===== src/rtl/mem_arb_pkg.sv =====
// Shared types and constants for the unified memory arbiter.
// Request ids, the in-flight tag record, mask width and maximum read latency.
package mem_arb_pkg;

    localparam int MASK_W          = 4;
    localparam int MAX_MEM_LATENCY = 4;

    typedef enum logic {
        REQ_IF = 1'b0,
        REQ_D  = 1'b1
    } req_id_e;

    typedef struct packed {
        logic    valid;
        req_id_e id;
    } arb_tag_t;

endpackage


===== src/rtl/arb_tag_pipe.sv =====
// Fixed-depth shift register of read tags; the head is the tag whose data
// is on the memory read bus this cycle. Ports: clk, rst_n (sync, active-low), push, head.
module arb_tag_pipe
    import mem_arb_pkg::*;
#(
    parameter int DEPTH = 1
) (
    input  logic     clk,
    input  logic     rst_n,
    input  arb_tag_t push,
    output arb_tag_t head
);

    arb_tag_t q [DEPTH];

    always_ff @(posedge clk) begin
        if (!rst_n) begin
            for (int i = 0; i < DEPTH; i++) begin
                q[i] <= '0;
            end
        end else begin
            q[0] <= push;
            for (int i = 1; i < DEPTH; i++) begin
                q[i] <= q[i-1];
            end
        end
    end

    assign head = q[DEPTH-1];

endmodule


===== src/rtl/unified_mem_arbiter.sv =====
// Arbitrates the fetch and data ports onto one single-ported unified memory
// and routes returning read data back to the port that issued the read.
// Ports: i_clk, i_rst_n (sync, active-low); fetch i_if_req/i_if_addr ->
// o_if_gnt/o_if_rvalid/o_if_rdata; data i_d_req/i_d_wen/i_d_addr/i_d_wdata/
// i_d_mask -> o_d_gnt/o_d_rvalid/o_d_rdata; memory o_mem_addr/o_mem_ren/
// o_mem_wen/o_mem_wdata/o_mem_mask, i_mem_rdata; o_conflict_cnt (saturating).
// Build option: UNIFIED_MEM_ARB_RR_EN selects round-robin on conflict,
// otherwise the data port always wins a conflict.
module unified_mem_arbiter
    import mem_arb_pkg::*;
#(
    parameter int ADDR_W      = 32,
    parameter int MEM_LATENCY = 1
) (
    input  logic              i_clk,
    input  logic              i_rst_n,
    input  logic              i_if_req,
    input  logic [ADDR_W-1:0] i_if_addr,
    output logic              o_if_gnt,
    output logic              o_if_rvalid,
    output logic [31:0]       o_if_rdata,
    input  logic              i_d_req,
    input  logic              i_d_wen,
    input  logic [ADDR_W-1:0] i_d_addr,
    input  logic [31:0]       i_d_wdata,
    input  logic [MASK_W-1:0] i_d_mask,
    output logic              o_d_gnt,
    output logic              o_d_rvalid,
    output logic [31:0]       o_d_rdata,
    output logic [ADDR_W-1:0] o_mem_addr,
    output logic              o_mem_ren,
    output logic              o_mem_wen,
    output logic [31:0]       o_mem_wdata,
    output logic [MASK_W-1:0] o_mem_mask,
    input  logic [31:0]       i_mem_rdata,
    output logic [15:0]       o_conflict_cnt
);

    // Legal latency is 1..MAX_MEM_LATENCY; clamp so a bad value still elaborates.
    localparam int TAG_DEPTH =
        (MEM_LATENCY < 1) ? 1 :
        (MEM_LATENCY > MAX_MEM_LATENCY) ? MAX_MEM_LATENCY : MEM_LATENCY;

    logic     run;
    logic     conflict;
    logic     d_wins;
    arb_tag_t push_tag;
    arb_tag_t head_tag;

    // No grants while reset is held, so every output reads 0 in reset.
    assign run      = i_rst_n;
    assign conflict = i_if_req & i_d_req;

`ifdef UNIFIED_MEM_ARB_RR_EN
    logic rr_ptr;

    // rr_ptr=1 favours data; it only moves on a conflict.
    always_ff @(posedge i_clk) begin
        if (!i_rst_n) begin
            rr_ptr <= 1'b1;
        end else if (conflict) begin
            rr_ptr <= ~rr_ptr;
        end
    end

    assign d_wins = rr_ptr;
`else
    assign d_wins = 1'b1;
`endif

    always_comb begin
        o_if_gnt = 1'b0;
        o_d_gnt  = 1'b0;
        unique case (1'b1)
            run & conflict: begin
                o_d_gnt  = d_wins;
                o_if_gnt = ~d_wins;
            end
            run & i_d_req & ~i_if_req: o_d_gnt  = 1'b1;
            run & i_if_req & ~i_d_req: o_if_gnt = 1'b1;
            default: ;
        endcase
    end

    always_comb begin
        o_mem_addr  = '0;
        o_mem_ren   = 1'b0;
        o_mem_wen   = 1'b0;
        o_mem_wdata = '0;
        o_mem_mask  = '0;
        unique case (1'b1)
            o_d_gnt: begin
                o_mem_addr  = i_d_addr;
                o_mem_ren   = ~i_d_wen;
                o_mem_wen   = i_d_wen;
                o_mem_wdata = i_d_wdata;
                o_mem_mask  = i_d_mask;
            end
            o_if_gnt: begin
                o_mem_addr = i_if_addr;
                o_mem_ren  = 1'b1;
                o_mem_mask = '1;
            end
            default: ;
        endcase
    end

    // Only reads occupy a tag slot; writes and idle cycles push a bubble.
    always_comb begin
        push_tag       = '0;
        push_tag.valid = o_mem_ren;
        push_tag.id    = o_d_gnt ? REQ_D : REQ_IF;
    end

    arb_tag_pipe #(
        .DEPTH (TAG_DEPTH)
    ) u_tag_pipe (
        .clk   (i_clk),
        .rst_n (i_rst_n),
        .push  (push_tag),
        .head  (head_tag)
    );

    assign o_if_rvalid = run & head_tag.valid & (head_tag.id == REQ_IF);
    assign o_d_rvalid  = run & head_tag.valid & (head_tag.id == REQ_D);
    assign o_if_rdata  = o_if_rvalid ? i_mem_rdata : 32'h0;
    assign o_d_rdata   = o_d_rvalid ? i_mem_rdata : 32'h0;

    always_ff @(posedge i_clk) begin
        if (!i_rst_n) begin
            o_conflict_cnt <= '0;
        end else if (conflict && (o_conflict_cnt != 16'hFFFF)) begin
            o_conflict_cnt <= o_conflict_cnt + 16'd1;
        end
    end

endmodule

===== config.mk =====
export PLATFORM = sky130hd
export DESIGN_NAME = unified_mem_arbiter
export DESIGN_NICKNAME = d
export VERILOG_FILES = /design/src/rtl/mem_arb_pkg.sv /design/src/rtl/arb_tag_pipe.sv /design/src/rtl/unified_mem_arbiter.sv
export SDC_FILE = /design/constraint.sdc
export NUM_CORES = 1
export LEC_CHECK = 0
export BUFFER_PORTS_ARGS = -buffer_cell sky130_fd_sc_hd__clkbuf_2
export CAP_MARGIN = 10
export CORE_AREA = 2 2 114 116
export DETAILED_ROUTE_END_ITERATION = 16
export DIE_AREA = 0 0 116 118
export HOLD_SLACK_MARGIN = 0.03
export SYNTH_ARGS = -nofsm -noshare
export SYNTH_HDL_FRONTEND = slang
export SYNTH_SLANG_ARGS = --single-unit
export TNS_END_PERCENT = 20

===== constraint.sdc =====
create_clock -name i_clk -period 1.9 [get_ports i_clk]
set_clock_uncertainty 0.2 [all_clocks]
set_input_delay 0.095 -clock i_clk [delete_from_list [all_inputs] [get_ports i_clk]]
set_output_delay 0.095 -clock i_clk [all_outputs]
set_load 0.02 [all_outputs]

* Word level (Yosys, flattened, before mapping)
Memory sizes are Yosys's and may differ from the RTL's.
Cells that the tools add are included.
** Word-level totals
- Flip-flop bits (word level) :: 16
- RAM bits :: 2
- Bits of input ports :: 137
- Output and inout port bits :: 154
- Memories kept :: 1
** Memory list
- u_tag_pipe.q :: depth 1, width 2, rd ports 1, clocked after memory_dff 0, wr ports 1, line arb_tag_pipe.sv:14 : arb_tag_t q [DEPTH];
** Cells by class
- Add/sub/neg operators :: 1
- Eq/ne operators :: 1
- Multiplexer cells :: 14
- Bitwise logic cells :: 13
- Reduce and logical (&&, ||, !) cells :: 3
** Operator list (number)
- two-way mux 32 bit :: 3
- case mux 32 bit (2 select lines) :: 1
- adder 16 x 1 -> 16 bit, second input constant :: 1
- != test 16 bit, second input constant :: 1
- AND 1 bit :: 9
- case mux 4 bit (2 select lines) :: 1
- two-way mux 1 bit :: 7
- NOT 1 bit :: 4
- OR reduction 2 bit :: 2
- two-way mux 2 bit :: 1
- case mux 1 bit (2 select lines) :: 1
- logical AND 1 bit :: 1

* Logic depth before layout (Yosys ltp)
Gate-level depths: netlist of the first run.
- Depth after elaboration :: 6
- Mapped depth :: 6
- Mapped depth without buffers :: 5

* Modules after synthesis
Synthesis of the first run repeated with hierarchy kept, for this count alone.
** Unflattened totals
- Cells, all modules :: 265
- Area total of the unflattened synthesis :: 1909.3 um^2
** Modules (own cells, without submodules)
- unified_mem_arbiter :: times used 1, cells an instance 261, area an instance 1856.8 um^2, sequential area each 320.3 um^2
- arb_tag_pipe :: times used 1, cells an instance 4, area an instance 52.6 um^2, sequential area each 40.0 um^2

* Worst setup path after synthesis of the first run
Ideal clock, no wire load.
- Kind :: register to register
- Start :: reg o_conflict_cnt[0]
- End :: reg o_conflict_cnt[8]
- Arrival time :: 1.688 ns
- Required time :: 1.628 ns
- Setup slack :: -0.060 ns
- Stages on the path, launching flop included :: 7
- Period minus slack after synthesis :: 1.960 ns
- Cell sequence :: dfxtp_1 -> ha_1 -> and3_1 -> buf_2 -> nand4_1 -> or4_1 -> a21oi_1
** On the way
- Longest elaborated chain between the ends :: 2
** RTL lines
- start: declaration :: line unified_mem_arbiter.sv:36 : output logic [15:0] o_conflict_cnt
- start signal: assignment :: line unified_mem_arbiter.sv:133 : o_conflict_cnt <= o_conflict_cnt + 16'd1;
- branches (longest 2 deep; another with adder 16 x 1 -> 16 bit)
Parallel ways; which one is timed is not known.
A chain may end at the register's enable or synchronous reset.

* Worst setup path after layout of the first run
- Start :: reg o_conflict_cnt[0]
- End :: reg o_conflict_cnt[11]
The elaborated chain is that of the path after synthesis.

==> impl_metrics.csv, run 1 <==
group,metric,value,unit
clocking,clkTransAtPathRegs,0.05,ns
sta,fmax,0.5587,GHz
finish,area_growth,93.17,%
clocking,clk_latency,0.25,ns
critical_path,cp.required,1.88,ns
logic_synthesis,synth_top_family_by_area,"simple AND/OR/NAND/NOR gates",
drt,drt-initial-drc-count,127,
finish,stdcell_count,721,
critical_path,crit_path_start_kind,"flip-flop",
floorplanning,start_util,0.1550,
logic_synthesis,ys_types,39,
floorplanning,boundaryPins,291,
place,dp_cells,716,
place,place_area,3618,um^2
pwr,peakVddDrop,0.0003033,V
run_status,status,"finished, final reports clean",
critical_path,end_kind,"flip-flop",
drt,vias_per_cell,4.141,
finish,mostFrequentLayoutCell,"clkbuf_2",
clocking,clockBufferDepth,2,
place,dp_slack,0.1045,ns
logic_synthesis,ys_ff_latch,18,
critical_path,r2r-end,"o_conflict_cnt[11]",
logic_synthesis,synth_fa_ha_area_frac,0.006502,
global_routing,overflow,0,
clocking,cts.sinks,18,
sta,fin_ws,0.1101,ns
logic_synthesis,ys_warn_count,0,
logic_synthesis,yosys-mux-area-fraction,0.03121,
place,place_congestion,0.8107,
logic_synthesis,synth-simple-area-share,0.4785,
logic_synthesis,synth_edf_count,0,
logic_synthesis,netlist_area,1924,um^2
drt,drc,0,
logic_synthesis,syn_avg_cell_area,7.262,um^2
floorplanning,core,12410,um^2
pwr,power.density,384.4,nW/um^2
global_routing,grt_pass1_vias,2653,
sta,drv_slew,0,
clocking,postCtsResizedCells,0,
drt,drtPass1Iterations,5,
floorplanning,dieWidth,116,um
sta,worst_pin_slew,0.4458,ns
worst_hold_path,hold_class,"in -> reg",
clocking,root_buffer,"clkbuf_16",
drt,wire_per_inst,13.93,um
finish,fin_nets,688,
finish,mostFrequentLayoutCells,"290 x clkbuf_2, 64 x and2_1, 37 x and3_1, 32 x a22o_1, 21 x nand2_1",
critical_path,critical_path_class,"reg -> reg",
clocking,numCtsBuffers,3,
place,dp_hpwl,8739,um
clocking,h-tree-depth,1,
critical_path,reg2regPathDepth,6,
finish,antenna_cells,0,
sta,setup_viol,0,
job,cap_violations,0,
floorplanning,dieHeight,118,um
finish,drive_gt1_frac,0.5719,
critical_path,cp-startpoint,"o_conflict_cnt[0]",
critical_path,critPathArrivalTime,1.77,ns
floorplanning,die_area,13690,um^2
logic_synthesis,synth_compound_area_frac,0.2386,
global_routing,antenna_found_initial,0,
sta,hold_viol,0,
logic_synthesis,synthFlopType,"dfxtp_1",
global_routing,groute.usage.overall,0.1323,
critical_path,r2r-start,"o_conflict_cnt[0]",
floorplanning,rows,41,
drt,drt_wl_total,10040,um
global_routing,grt_max_degree,39,
sta,rsz0062_at_grt,"false",
critical_path,cp-endpoint,"o_conflict_cnt[11]",
global_routing,grt_pass1_wl,14350,um
sta,timing.setup.tns,0,ns
drt,vias,2986,
logic_synthesis,syn-num-nets,403,
drt,ant_nets,0,
sta,period_minus_slack,1.790,ns
logic_synthesis,syn_inst,265,
logic_synthesis,synthXorXnorAreaFrac,0,
critical_path,r2r_slack,0.11,ns
sta,fin_crit_sh,0.9420,
clocking,post-cts-setup-buffers,0,
pwr,p_leak,2.232,nW
finish,design_area,3717,um^2
clocking,tritoncts,"done",
logic_synthesis,yosysSeqAreaShare,0.1873,
place,portBuffers,290,
critical_path,path_max_fanout,11,
logic_synthesis,postSynth.asyncResetShare,0,
sta,slew_headroom,0.7001,
worst max-delay path, cell delays in order (launching register included):
cell and delay, ns:
dfxtp_2 0.33, ha_1 0.20, nand2_1 0.13, nor4_2 0.06, buf_4 0.17, or4_1 0.49
a21oi_1 0.14
registers in the layout, indices dropped and copies added, names as in the netlist:
signal,flops
o_conflict_cnt,16
u_tag_pipe.q,2
worst min path at each step:
stage / from / to / slack [ns] / cells past startpoint
after floorplan: i_d_wen / u_tag_pipe.q[0][1] / 0.01 / 1
after global placement: i_d_wen / u_tag_pipe.q[0][1] / 0.17 / 2
final: i_if_req / u_tag_pipe.q[0][1] / 0.05 / 3
after global routing: i_if_req / u_tag_pipe.q[0][1] / 0.07 / 3
after detailed placement: i_d_wen / u_tag_pipe.q[0][1] / 0.17 / 2
after CTS: i_if_req / u_tag_pipe.q[0][1] / 0.05 / 3
per-stage QoR:
stage / utilization / power [W] / hold slack, ns
floorplan: - / 0.0006761 / 0.01104
global placement: 0.2915 / 0.0009785 / 0.1692
detailed placement: 0.2915 / 0.0009809 / 0.1749
CTS: 0.2994 / 0.001450 / 0.05494
global route: 0.2994 / 0.001503 / 0.07353
finish: 0.2994 / 0.001429 / 0.04702
report_power, final:
group	switching, W	internal [W]
registers	0.00000371	0.000384
logic	0.000332	0.000248
clock network	0.000142	0.000320
total	0.000478	0.000951
kinds of logic (layout without fill, tap and decap cells):
kind of cell,after synthesis,after routing
and+or+nand+nor,153,153
DFF,18,18
AOI/OAI and AO/OA,59,59
adders and majority gates,1,1
muxes,6,6
buffers and inverters,28,312
metal layers:
metal / vias to the layer above / track usage / wire length [um]
li1: 1526 / - / -
met1: 1274 / 0.1547 / 4016
met2: 178 / 0.2489 / 5033
met3: 8 / 0.02163 / 851
met4: 0 / 0.02679 / 143
met5: - / 0 / 0
cells in the mapped netlist, drive strengths merged, types with 4 or more instances:
cell	n	area, um^2
and2	64	400.4
and3	38	242.7
a22o	32	280.3
nand2	21	78.83
dfxtp	18	360.4
clkbuf	17	63.81
a21oi	7	35.03
buf	6	28.77
mux2i	6	60.06
nand3	5	25.02
nor2	5	18.77
a21o	4	30.03
inv	4	15.01
nand2b	4	25.02
nand4	4	40.04
nor3	4	25.02
final cells by class:
cell class / count / area [um^2]
fill: 1420 / 8697
timing repair buffer: 303 / 1577
multi-input combinational: 219 / 1455
sequential: 18 / 362.8
tap: 172 / 215.2
clock buffer: 4 / 88.84
inverter: 5 / 18.77
what timing repair did:
item | 4_1_cts | 5_1_grt
hold endpoints to repair | 1 | 0
hold buffers | 1 | 0
setup endpoints to repair | 0 | 0
Power figures use the tool's default switching activity.
==> run 2: changes to the inputs <==
--- a/config.mk
+++ b/config.mk
@@ -8,9 +8,11 @@
 export BUFFER_PORTS_ARGS = -buffer_cell sky130_fd_sc_hd__clkbuf_2
 export CAP_MARGIN = 10
 export CORE_AREA = 2 2 114 116
+export CTS_CLUSTER_SIZE = 10
 export DETAILED_ROUTE_END_ITERATION = 16
 export DIE_AREA = 0 0 116 118
 export HOLD_SLACK_MARGIN = 0.03
+export MAX_ROUTING_LAYER = met4
 export SYNTH_ARGS = -nofsm -noshare
 export SYNTH_HDL_FRONTEND = slang
 export SYNTH_SLANG_ARGS = --single-unit
==> impl_metrics.csv, run 2 (synthesis gave the netlist of run 1 again) <==
group,metric,value,unit
floorplanning,boundaryPins,291,
finish,mostFrequentLayoutCell,"clkbuf_2",
run_status,status,"finished, final reports clean",
pwr,internal_power,0.0009513,W
drt,drtPass1Iterations,4,
finish,mostFrequentLayoutCells,"290 x clkbuf_2, 64 x and2_1, 37 x and3_1, 32 x a22o_1, 21 x nand2_1",
global_routing,grtUsageMet2,0.2485,
sta,worst_pin_slew,0.4456,ns
sta,fin_crit_sh,0.9439,
drt,wire_per_inst,13.94,um
pwr,power.density,384.4,nW/um^2
finish,fin_nets,688,
place,dp_hpwl,8739,um
drt,vias_per_cell,4.182,
sta,drv_slew,0,
critical_path,path_max_fanout,11,
global_routing,grt_pass1_vias,2653,
global_routing,groute.layer.met1.usage,0.1609,
global_routing,grt_max_degree,39,
global_routing,grt-busiest-layer,"met2",
pwr,pwr-share-clk,0.323,
global_routing,antenna_found_initial,0,
pwr,swShare,0.3342,
clocking,numCtsBuffers,3,
sta,hold_viol,0,
critical_path,end_kind,"flip-flop",
finish,fillerInstances,1420,
drt,ant_nets,0,
drt,drc,0,
drt,vias,3015,
pwr,power.total,0.001429,W
finish,area_growth,93.17,%
drt,drt-initial-drc-count,116,
clocking,ctsHoldBuffers,1,
finish,regMostFlops,"o_conflict_cnt",
sta,period_minus_slack,1.793,ns
clocking,postCtsResizedCells,0,
floorplanning,die_area,13690,um^2
sta,timing.setup.tns,0,ns
sta,worst_hold_slack,0.04651,ns
job,cap_violations,0,
finish,layout.area.seq,362.8,um^2
place,place_congestion,0.8227,
pwr,p_leak,2.232,nW
sta,fmax,0.5576,GHz
worst_hold_path,hold_class,"in -> reg",
sta,setup_viol,0,
global_routing,groute.usage.overall,0.1361,
finish,largest_reg_flops,16,
floorplanning,dieHeight,118,um
finish,final_core_util,0.2994,
sta,slew_headroom,0.7002,
pwr,power_switching,0.0004775,W
place,portBuffers,290,
floorplanning,core,12410,um^2
floorplanning,dieWidth,116,um
pwr,peakVddDrop,0.0003032,V
critical_path,crit_path_start_kind,"flip-flop",
global_routing,grtUsageMet3,0.01236,
finish,drive_gt1_frac,0.5719,
clocking,clockBufferDepth,2,
clocking,clkTransAtPathRegs,0.05,ns
clocking,cts.sinks,18,
drt,drt_wl_total,10050,um
sta,rsz0062_at_grt,"false",
pwr,p_seq_frac,0.271,
finish,antenna_cells,0,
floorplanning,rows,41,
clocking,post-cts-setup-buffers,0,
clocking,root_buffer,"clkbuf_16",
clocking,tritoncts,"done",
pwr,power_frac_comb,0.406,
finish,top_regs,"o_conflict_cnt (16), u_tag_pipe.q (2)",
finish,multi_input_comb_area,1455,um^2
global_routing,overflow,0,
global_routing,grt_pass1_wl,14360,um
critical_path,cp.required,1.88,ns
clocking,clk_latency,0.25,ns
floorplanning,start_util,0.1550,
critical_path,critPathArrivalTime,1.77,ns
critical_path,critical_path_class,"reg -> reg",
clocking,h-tree-depth,1,
run 2: path summary, 6_finish.rpt:
check	to	slack, ns	depth (start not counted)	from
worst min register to register	o_conflict_cnt[1]	0.27	2	o_conflict_cnt[1]
worst min-delay path	u_tag_pipe.q[0][1]	0.05	3	i_if_req
worst max register to register	o_conflict_cnt[11]	0.11	6	o_conflict_cnt[0]
worst max-delay path	o_conflict_cnt[11]	0.11	6	o_conflict_cnt[0]
run 2: critical path, cell delays in order (launching register included):
cell	delay, ns
dfxtp_2	0.33
ha_1	0.20
nand2_1	0.13
nor4_2	0.06
buf_4	0.17
or4_1	0.50
a21oi_1	0.14
run 2: per-layer routing:
layer	routed length, um	vias up
met4	136	0
met2	5055	179
met5	0	-
li1	-	1526
met3	752	8
met1	4104	1302
run 2: final cells by class:
class                           instances  area share
Clock buffer                            4     0.02390
Sequential cell                        18     0.09761
Inverter                                5    0.005049
Tap cell                              172     0.05789
Multi-Input combinational cell        219      0.3915
Timing Repair Buffer                  303      0.4241
run 2: stage by stage:
step | cell area [um^2] | instances | setup slack [ns]
floorplan | 1927 | 265 | 0.03958
global placement | 3618 | 716 | 0.1114
detailed placement | 3618 | 716 | 0.1045
CTS | 3717 | 721 | 0.1003
global route | 3717 | 721 | 0.03449
finish | 3717 | 721 | 0.1066
run 2: power by group through the flow:
stage	logic [W]	clock network, W	registers [W]
CTS	0.000589	0.000474	0.000387
finish	0.000580	0.000462	0.000387
floorplan	0.000278	0	0.000398
detailed placement	0.000585	0	0.000395
global placement	0.000584	0	0.000395
global route	0.000623	0.000492	0.000388
